<file path="config.mk">
export PLATFORM = sky130hd
export DESIGN_NAME = cp0_exc_unit
export DESIGN_NICKNAME = d
export VERILOG_FILES = /design/src/rtl/cp0_exc_unit_pkg.sv /design/src/rtl/cp0_exc_arbiter.sv /design/src/rtl/cp0_exc_unit.sv
export SDC_FILE = /design/constraint.sdc
export NUM_CORES = 1
export LEC_CHECK = 0
export ABC_AREA = 0
export CELL_PAD_IN_SITES_DETAIL_PLACEMENT = 2
export CELL_PAD_IN_SITES_GLOBAL_PLACEMENT = 2
export CORE_MARGIN = 3
export CORE_UTILIZATION = 23
export DETAILED_ROUTE_END_ITERATION = 10
export PLACE_DENSITY = 0.95
export SLEW_MARGIN = 30
export SYNTH_ARGS = -nofsm -noshare
export SYNTH_HDL_FRONTEND = slang
export SYNTH_HIERARCHICAL = 1
export SYNTH_SLANG_ARGS = --single-unit
</file>
<file path="constraint.sdc">
create_clock -name clk -period 5.95 [get_ports clk]
set_input_delay 1.4875 -clock clk [delete_from_list [all_inputs] [get_ports clk]]
set_output_delay 1.4875 -clock clk [all_outputs]
set_load 0.02 [all_outputs]
</file>
<file path="src/rtl/cp0_exc_unit_pkg.sv">
// cp0_exc_unit_pkg
//   Shared definitions for the coprocessor-0 / exception unit:
//   CP0 register numbers, SR/Cause field bit positions, ExcCode values
//   and the default exception entry address.
package cp0_exc_unit_pkg;

    // CP0 register numbers (mfc0/mtc0 rd field)
    localparam logic [4:0] CP0_SR    = 5'd12;
    localparam logic [4:0] CP0_CAUSE = 5'd13;
    localparam logic [4:0] CP0_EPC   = 5'd14;
    localparam logic [4:0] CP0_PRID  = 5'd15;

    // SR fields
    localparam int unsigned SR_IM_LO  = 10;
    localparam int unsigned SR_IM_HI  = 15;
    localparam int unsigned SR_EXL    = 1;
    localparam int unsigned SR_IE     = 0;

    // Cause fields
    localparam int unsigned CAUSE_BD      = 31;
    localparam int unsigned CAUSE_IP_LO   = 10;
    localparam int unsigned CAUSE_IP_HI   = 15;
    localparam int unsigned CAUSE_EXC_LO  = 2;
    localparam int unsigned CAUSE_EXC_HI  = 6;

    // ExcCode values
    localparam logic [4:0] EXC_INT  = 5'd0;
    localparam logic [4:0] EXC_ADEL = 5'd4;
    localparam logic [4:0] EXC_ADES = 5'd5;
    localparam logic [4:0] EXC_RI   = 5'd10;
    localparam logic [4:0] EXC_OV   = 5'd12;

    // Defaults
    localparam logic [31:0] DEFAULT_HANDLER_PC = 32'h0000_4180;
    localparam logic [31:0] DEFAULT_PRID       = 32'h0000_2019;

endpackage

</file>
<file path="src/rtl/cp0_exc_arbiter.sv">
// cp0_exc_arbiter
//   Combinational decision of whether the MEM-stage instruction is replaced
//   by an interrupt or a synchronous exception, and which ExcCode to record.
// Ports:
//   reset      in   forces int_req low while the core is held in reset
//   hw_int     in   external interrupt lines (level)
//   sr_im      in   SR.IM interrupt mask
//   sr_ie      in   SR.IE global interrupt enable
//   sr_exl     in   SR.EXL, blocks everything while a handler runs
//   exc_valid  in   MEM instruction carries a synchronous exception
//   exc_code   in   ExcCode of that exception
//   int_req    out  take exception/interrupt this cycle
//   sel_code   out  ExcCode to latch into Cause
module cp0_exc_arbiter
    import cp0_exc_unit_pkg::*;
(
    input  logic       reset,
    input  logic [5:0] hw_int,
    input  logic [5:0] sr_im,
    input  logic       sr_ie,
    input  logic       sr_exl,
    input  logic       exc_valid,
    input  logic [4:0] exc_code,
    output logic       int_req,
    output logic [4:0] sel_code
);

    logic int_pend;
    logic exc_pend;

    always_comb begin
        int_pend = (|(hw_int & sr_im)) & sr_ie & ~sr_exl;
        exc_pend = exc_valid & ~sr_exl;
        int_req  = ~reset & (int_pend | exc_pend);
        // Interrupt takes priority over a synchronous exception.
        sel_code = int_pend ? EXC_INT : exc_code;
    end

endmodule

</file>
<file path="src/rtl/cp0_exc_unit.sv">
// cp0_exc_unit
//   MIPS coprocessor 0 and exception arbiter for the MEM stage. Holds SR,
//   Cause, EPC and PrID, serves mfc0/mtc0/eret and requests a pipeline flush
//   plus redirect to the handler when an exception or interrupt is taken.
// Ports:
//   clk, reset   clock; synchronous active-high reset
//   we           mtc0 write enable
//   addr         CP0 register number for mfc0/mtc0
//   wdata        mtc0 data
//   pc           PC of the MEM-stage instruction
//   bd           MEM instruction sits in a branch delay slot
//   exc_valid    MEM instruction carries a synchronous exception
//   exc_code     ExcCode of that exception
//   hw_int       external interrupt lines, level-sensitive
//   eret         eret in MEM
//   rdata        mfc0 read data (combinational, pre-edge values)
//   epc_out      current EPC (eret target)
//   int_req      flush MEM/WB and redirect PC this cycle
//   handler_pc   exception entry address
module cp0_exc_unit
    import cp0_exc_unit_pkg::*;
#(
    parameter logic [31:0] PRID_VALUE = DEFAULT_PRID,
    parameter logic [31:0] HANDLER_PC = DEFAULT_HANDLER_PC
) (
    input  logic        clk,
    input  logic        reset,
    input  logic        we,
    input  logic [4:0]  addr,
    input  logic [31:0] wdata,
    input  logic [31:0] pc,
    input  logic        bd,
    input  logic        exc_valid,
    input  logic [4:0]  exc_code,
    input  logic [5:0]  hw_int,
    input  logic        eret,
    output logic [31:0] rdata,
    output logic [31:0] epc_out,
    output logic        int_req,
    output logic [31:0] handler_pc
);

    logic [5:0]  sr_im;
    logic        sr_exl;
    logic        sr_ie;
    logic        cause_bd;
    logic [5:0]  cause_ip;
    logic [4:0]  cause_exc;
    logic [31:0] epc;

    logic [4:0]  sel_code;
    logic [31:0] epc_next;
    logic [31:0] sr_word;
    logic [31:0] cause_word;

    cp0_exc_arbiter u_arb (
        .reset     (reset),
        .hw_int    (hw_int),
        .sr_im     (sr_im),
        .sr_ie     (sr_ie),
        .sr_exl    (sr_exl),
        .exc_valid (exc_valid),
        .exc_code  (exc_code),
        .int_req   (int_req),
        .sel_code  (sel_code)
    );

    // Delay-slot instructions restart at the branch, one word earlier.
    always_comb begin
        epc_next = (bd ? (pc - 32'd4) : pc) & 32'hFFFF_FFFC;
    end

    always_ff @(posedge clk) begin
        if (reset) begin
            sr_im     <= '0;
            sr_exl    <= 1'b0;
            sr_ie     <= 1'b0;
            cause_bd  <= 1'b0;
            cause_ip  <= '0;
            cause_exc <= '0;
            epc       <= '0;
        end else begin
            cause_ip <= hw_int;
            if (int_req) begin
                // The MEM instruction is cancelled: its mtc0/eret are dropped.
                sr_exl    <= 1'b1;
                cause_bd  <= bd;
                cause_exc <= sel_code;
                epc       <= epc_next;
            end else begin
                if (eret) begin
                    sr_exl <= 1'b0;
                end
                if (we) begin
                    if (addr == CP0_SR) begin
                        sr_im  <= wdata[SR_IM_HI:SR_IM_LO];
                        sr_exl <= wdata[SR_EXL];
                        sr_ie  <= wdata[SR_IE];
                    end else if (addr == CP0_EPC) begin
                        epc <= wdata & 32'hFFFF_FFFC;
                    end
                end
            end
        end
    end

    always_comb begin
        sr_word = '0;
        sr_word[SR_IM_HI:SR_IM_LO] = sr_im;
        sr_word[SR_EXL]            = sr_exl;
        sr_word[SR_IE]             = sr_ie;

        cause_word = '0;
        cause_word[CAUSE_BD]                  = cause_bd;
        cause_word[CAUSE_IP_HI:CAUSE_IP_LO]   = cause_ip;
        cause_word[CAUSE_EXC_HI:CAUSE_EXC_LO] = cause_exc;

        case (addr)
            CP0_SR:    rdata = sr_word;
            CP0_CAUSE: rdata = cause_word;
            CP0_EPC:   rdata = epc;
            CP0_PRID:  rdata = PRID_VALUE;
            default:   rdata = '0;
        endcase
    end

    assign epc_out    = epc;
    assign handler_pc = HANDLER_PC;

endmodule

</file>
==> impl_metrics.csv <==
group,metric,value,unit
clock_network,cts_tree,"yes",
final_layout,stdcell_area,5070,um2
route,dr_total_vias,3828,
worst_setup_path,cp_data_arrival_time,3.58,ns
synthesis,synth.most_common_cell,"dfxtp_1",
global_route,grt_pass1_wl,23.7,mm
clock_network,clock_latency,0.30,ns
route,drt-total-wl,15.7,mm
floorplan,core,14600,um2
power,p_leak,1.94,nW
final_layout,final_nets,636,
synthesis,ys.flop_type,"dfxtp_1",
synthesis,synth_top_area_share,29.0,%
timing,fin_skew,0.00890,ns
synthesis,synthCells,427,
floorplan,die-area,16500,um2
power,internal_power,0.625,mW
timing,fin_crit,5.07,ns
global_route,gr-total-overflow,0,
floorplan,die_y,129,um
power,seq_power_share,40.5,%
placed_design,hpwl,12.0,mm
hold_path,min_from,"cause_exc[1]",
route,first_iter_violations,170,
clock_network,hold_buffers,0,
final_layout,layout-drive-gt1-share,4.55,%
final_layout,final_cells,734,
hold_path,hold_depth,2,
worst_setup_path,worstReg2RegStart,"sr_im[0]",
clock_network,numCtsBuffers,5,
global_route,grt_max_degree,66,
timing,finalCritPeriodShare,85.2,%
route,drtAntennaViolNets,0,
route,remaining_drc_errors,0,
global_route,antenna_found_initial,0,
route,drt_pass1_iterations,4,
timing,drv_slew,0,
synthesis,synth_area_leader_cell,"dfxtp_1",
worst_setup_path,crit_type,"in -> out",
worst_setup_path,critPathCaptureType,"output pin",
timing,fmax,197,MHz
worst_setup_path,crit_required,4.46,ns
synthesis,synth_edf_count,0,
clock_network,clock-root-buffer,"clkbuf_16",
clock_network,clkTransAtPathRegs,0.08,ns
synthesis,async_reset_ff_share,0,%
floorplan,io_pins,183,
timing,grt_setup_unrepaired,"no",
run,cap_violations,0,
placed_design,place_inst,726,
route,via_per_inst,5.22,
clock_network,post_cts_resized,0,
worst_setup_path,startpoint_type,"input pin",
clock_network,cts_num_sinks,50,
placed_design,gp_congestion,0.800,
placed_design,placed_cell_area,4920,um2
clock_network,cts_buffer_depth,2,
power,pwr-share-clk,33.0,%
timing,hold_ws,0.516,ns
synthesis,synth_cell_types,45,
synthesis,yosys_warnings,6,
clock_network,post_cts.repair.setup_buffers,0,
route,wl_per_cell,21.4,um
global_route,grt_usage,18.1,%
final_layout,insertedDiodeCount,0,
power,switching_share,32.0,%
synthesis,synth_area,3450,um2
power,vdd_drop_max,0.000103,V
timing,finalHoldViolCount,0,
synthesis,ys_seq_elements,50,
power,combPwrFrac,26.5,%
global_route,grt_pass1_vias,4124,
hold_path,hold_end,"cause_exc[1]",
power,total_power,0.919,mW
timing,worst_pin_slew,0.784,ns
worst_setup_path,critical_path.max_fanout,9,
floorplan,die_x,129,um
placed_design,port_buffers,146,
synthesis,ys_seq_area_share,29.0,%
floorplan,initial_core_util,23.7,%
synthesis,avgSynthCellArea,8.09,um2
timing,setup_viol,0,
outcome,status,"finished clean",
synthesis,ys_top_cells_by_area,"dfxtp_1 29%, and3_1 8.5%, a211oi_1 7.8%",
worst_setup_path,r2r_cells,8,
power,p_switching,0.294,mW
floorplan,core.rowCount,44,
worst_setup_path,rrSetupSlack,3.12,ns
clock_network,htreeDepth,2,
worst_setup_path,r2r_end,"sr_im[1]",
hold_path,hp-class,"reg -> reg",
power,p_per_area,181,nW/um2
timing,finalSetupTns,0,ns
timing,relSlewSlack,47.6,%
synthesis,synthTopCellsByCount,"50 x dfxtp_1, 47 x and3_1, 36 x a211oi_1",
final_layout,syn2layout_area_growth,46.9,%
-- registers in the layout, summed over array words and instances, names as in the netlist --
| signal | flops |
|---|---|
| epc_out | 30 |
| cause_ip | 6 |
| sr_im | 6 |
| cause_exc | 5 |
| cause_bd | 1 |
| sr_exl | 1 |
| sr_ie | 1 |
-- layer usage --
layer  GRT usage (%)  vias to the layer above  part of all wire [%]
li1                -                     1782                     -
met1            21.8                     1911                    43
met2            33.0                      111                    51
met3            2.62                       24                   3.9
met4            5.44                        0                   2.5
met5               0                        -                     0
-- critical path: stages --
cell and delay (ns):
clkdlybuf4s50_1 0.62, buf_4 0.29, nor2_1 0.28, nand2_1 0.11
a21oi_1 0.15, clkdlybuf4s50_1 0.64
-- area by class of cell --
| class | count | area, um2 |
|---|---|---|
| Fill cell | 1635 | 9520 |
| Multi-Input combinational cell | 333 | 2160 |
| Timing Repair Buffer | 153 | 1510 |
| Sequential cell | 50 | 1000 |
| Tap cell | 184 | 230 |
| Clock buffer | 5 | 125 |
| Clock inverter | 3 | 23.8 |
| Inverter | 6 | 22.5 |
-- worst max path at each step --
| stage | start | to | slack (ns) | depth (start not counted) |
|---|---|---|---|---|
| after floorplan | addr[1] | rdata[13] | 1.91 | 4 |
| after global placement | addr[0] | rdata[0] | 1.00 | 6 |
| after detailed placement | addr[0] | rdata[12] | 0.90 | 7 |
| after CTS | addr[0] | rdata[0] | 0.90 | 6 |
| after global routing | addr[0] | rdata[0] | 0.74 | 6 |
| final | addr[0] | rdata[0] | 0.88 | 6 |
-- per-stage QoR --
step / util [%] / setup slack (ns)
finish: 34.8 / 0.880
CTS: 34.8 / 0.896
global placement: 33.7 / 1.00
detailed placement: 33.7 / 0.901
global route: 34.8 / 0.736
floorplan: - / 1.91
-- power groups by stage --
stage               Combinational, mW  Clock (mW)  Sequential [mW]
finish                          0.244       0.303            0.372
global route                    0.261       0.319            0.375
CTS                             0.244       0.311            0.373
detailed placement              0.242           0            0.380
global placement                0.232           0            0.378
floorplan                       0.113           0            0.391
-- placed cells by master, fill, tap and decap left out, drive strengths merged, types with 5 or more instances in the layout --
cell type      synthesis  routed
a211oi                36      36
a21boi                 7       7
a21oi                  8       8
a22oi                  7       7
a311oi                10      10
a31oi                  8       8
and3                  47      47
buf                   37       8
clkbuf                33       5
clkdlybuf4s50          0     145
conb                   2      34
dfxtp                 50      50
inv                    6       7
mux2i                 20      20
nand2                 11      11
nand3                  5       5
nor2                  33      33
nor2b                 14      14
nor3                   5       5
nor4                   5       5
o21ai                  7       7
o31ai                 20      20
or3                    5       5
or4                   18      18
xnor2                  6       6
xor2                   5       5
-- cell families (layout without fill, tap and decap cells) --
| group | count (synthesis) | count (layout) | share of synthesized area, % |
|---|---|---|---|
| simple gates | 158 | 158 | 26.5 |
| buf+inv | 76 | 167 | 12.1 |
| compound gates | 109 | 109 | 23.3 |
| other cells | 2 | 34 | 0.217 |
| flops | 50 | 50 | 29.0 |
| xor+xnor | 11 | 11 | 2.79 |
| mux | 20 | 20 | 5.79 |
| fa+ha+maj | 1 | 1 | 0.362 |
(Power assumes the default switching activity.)
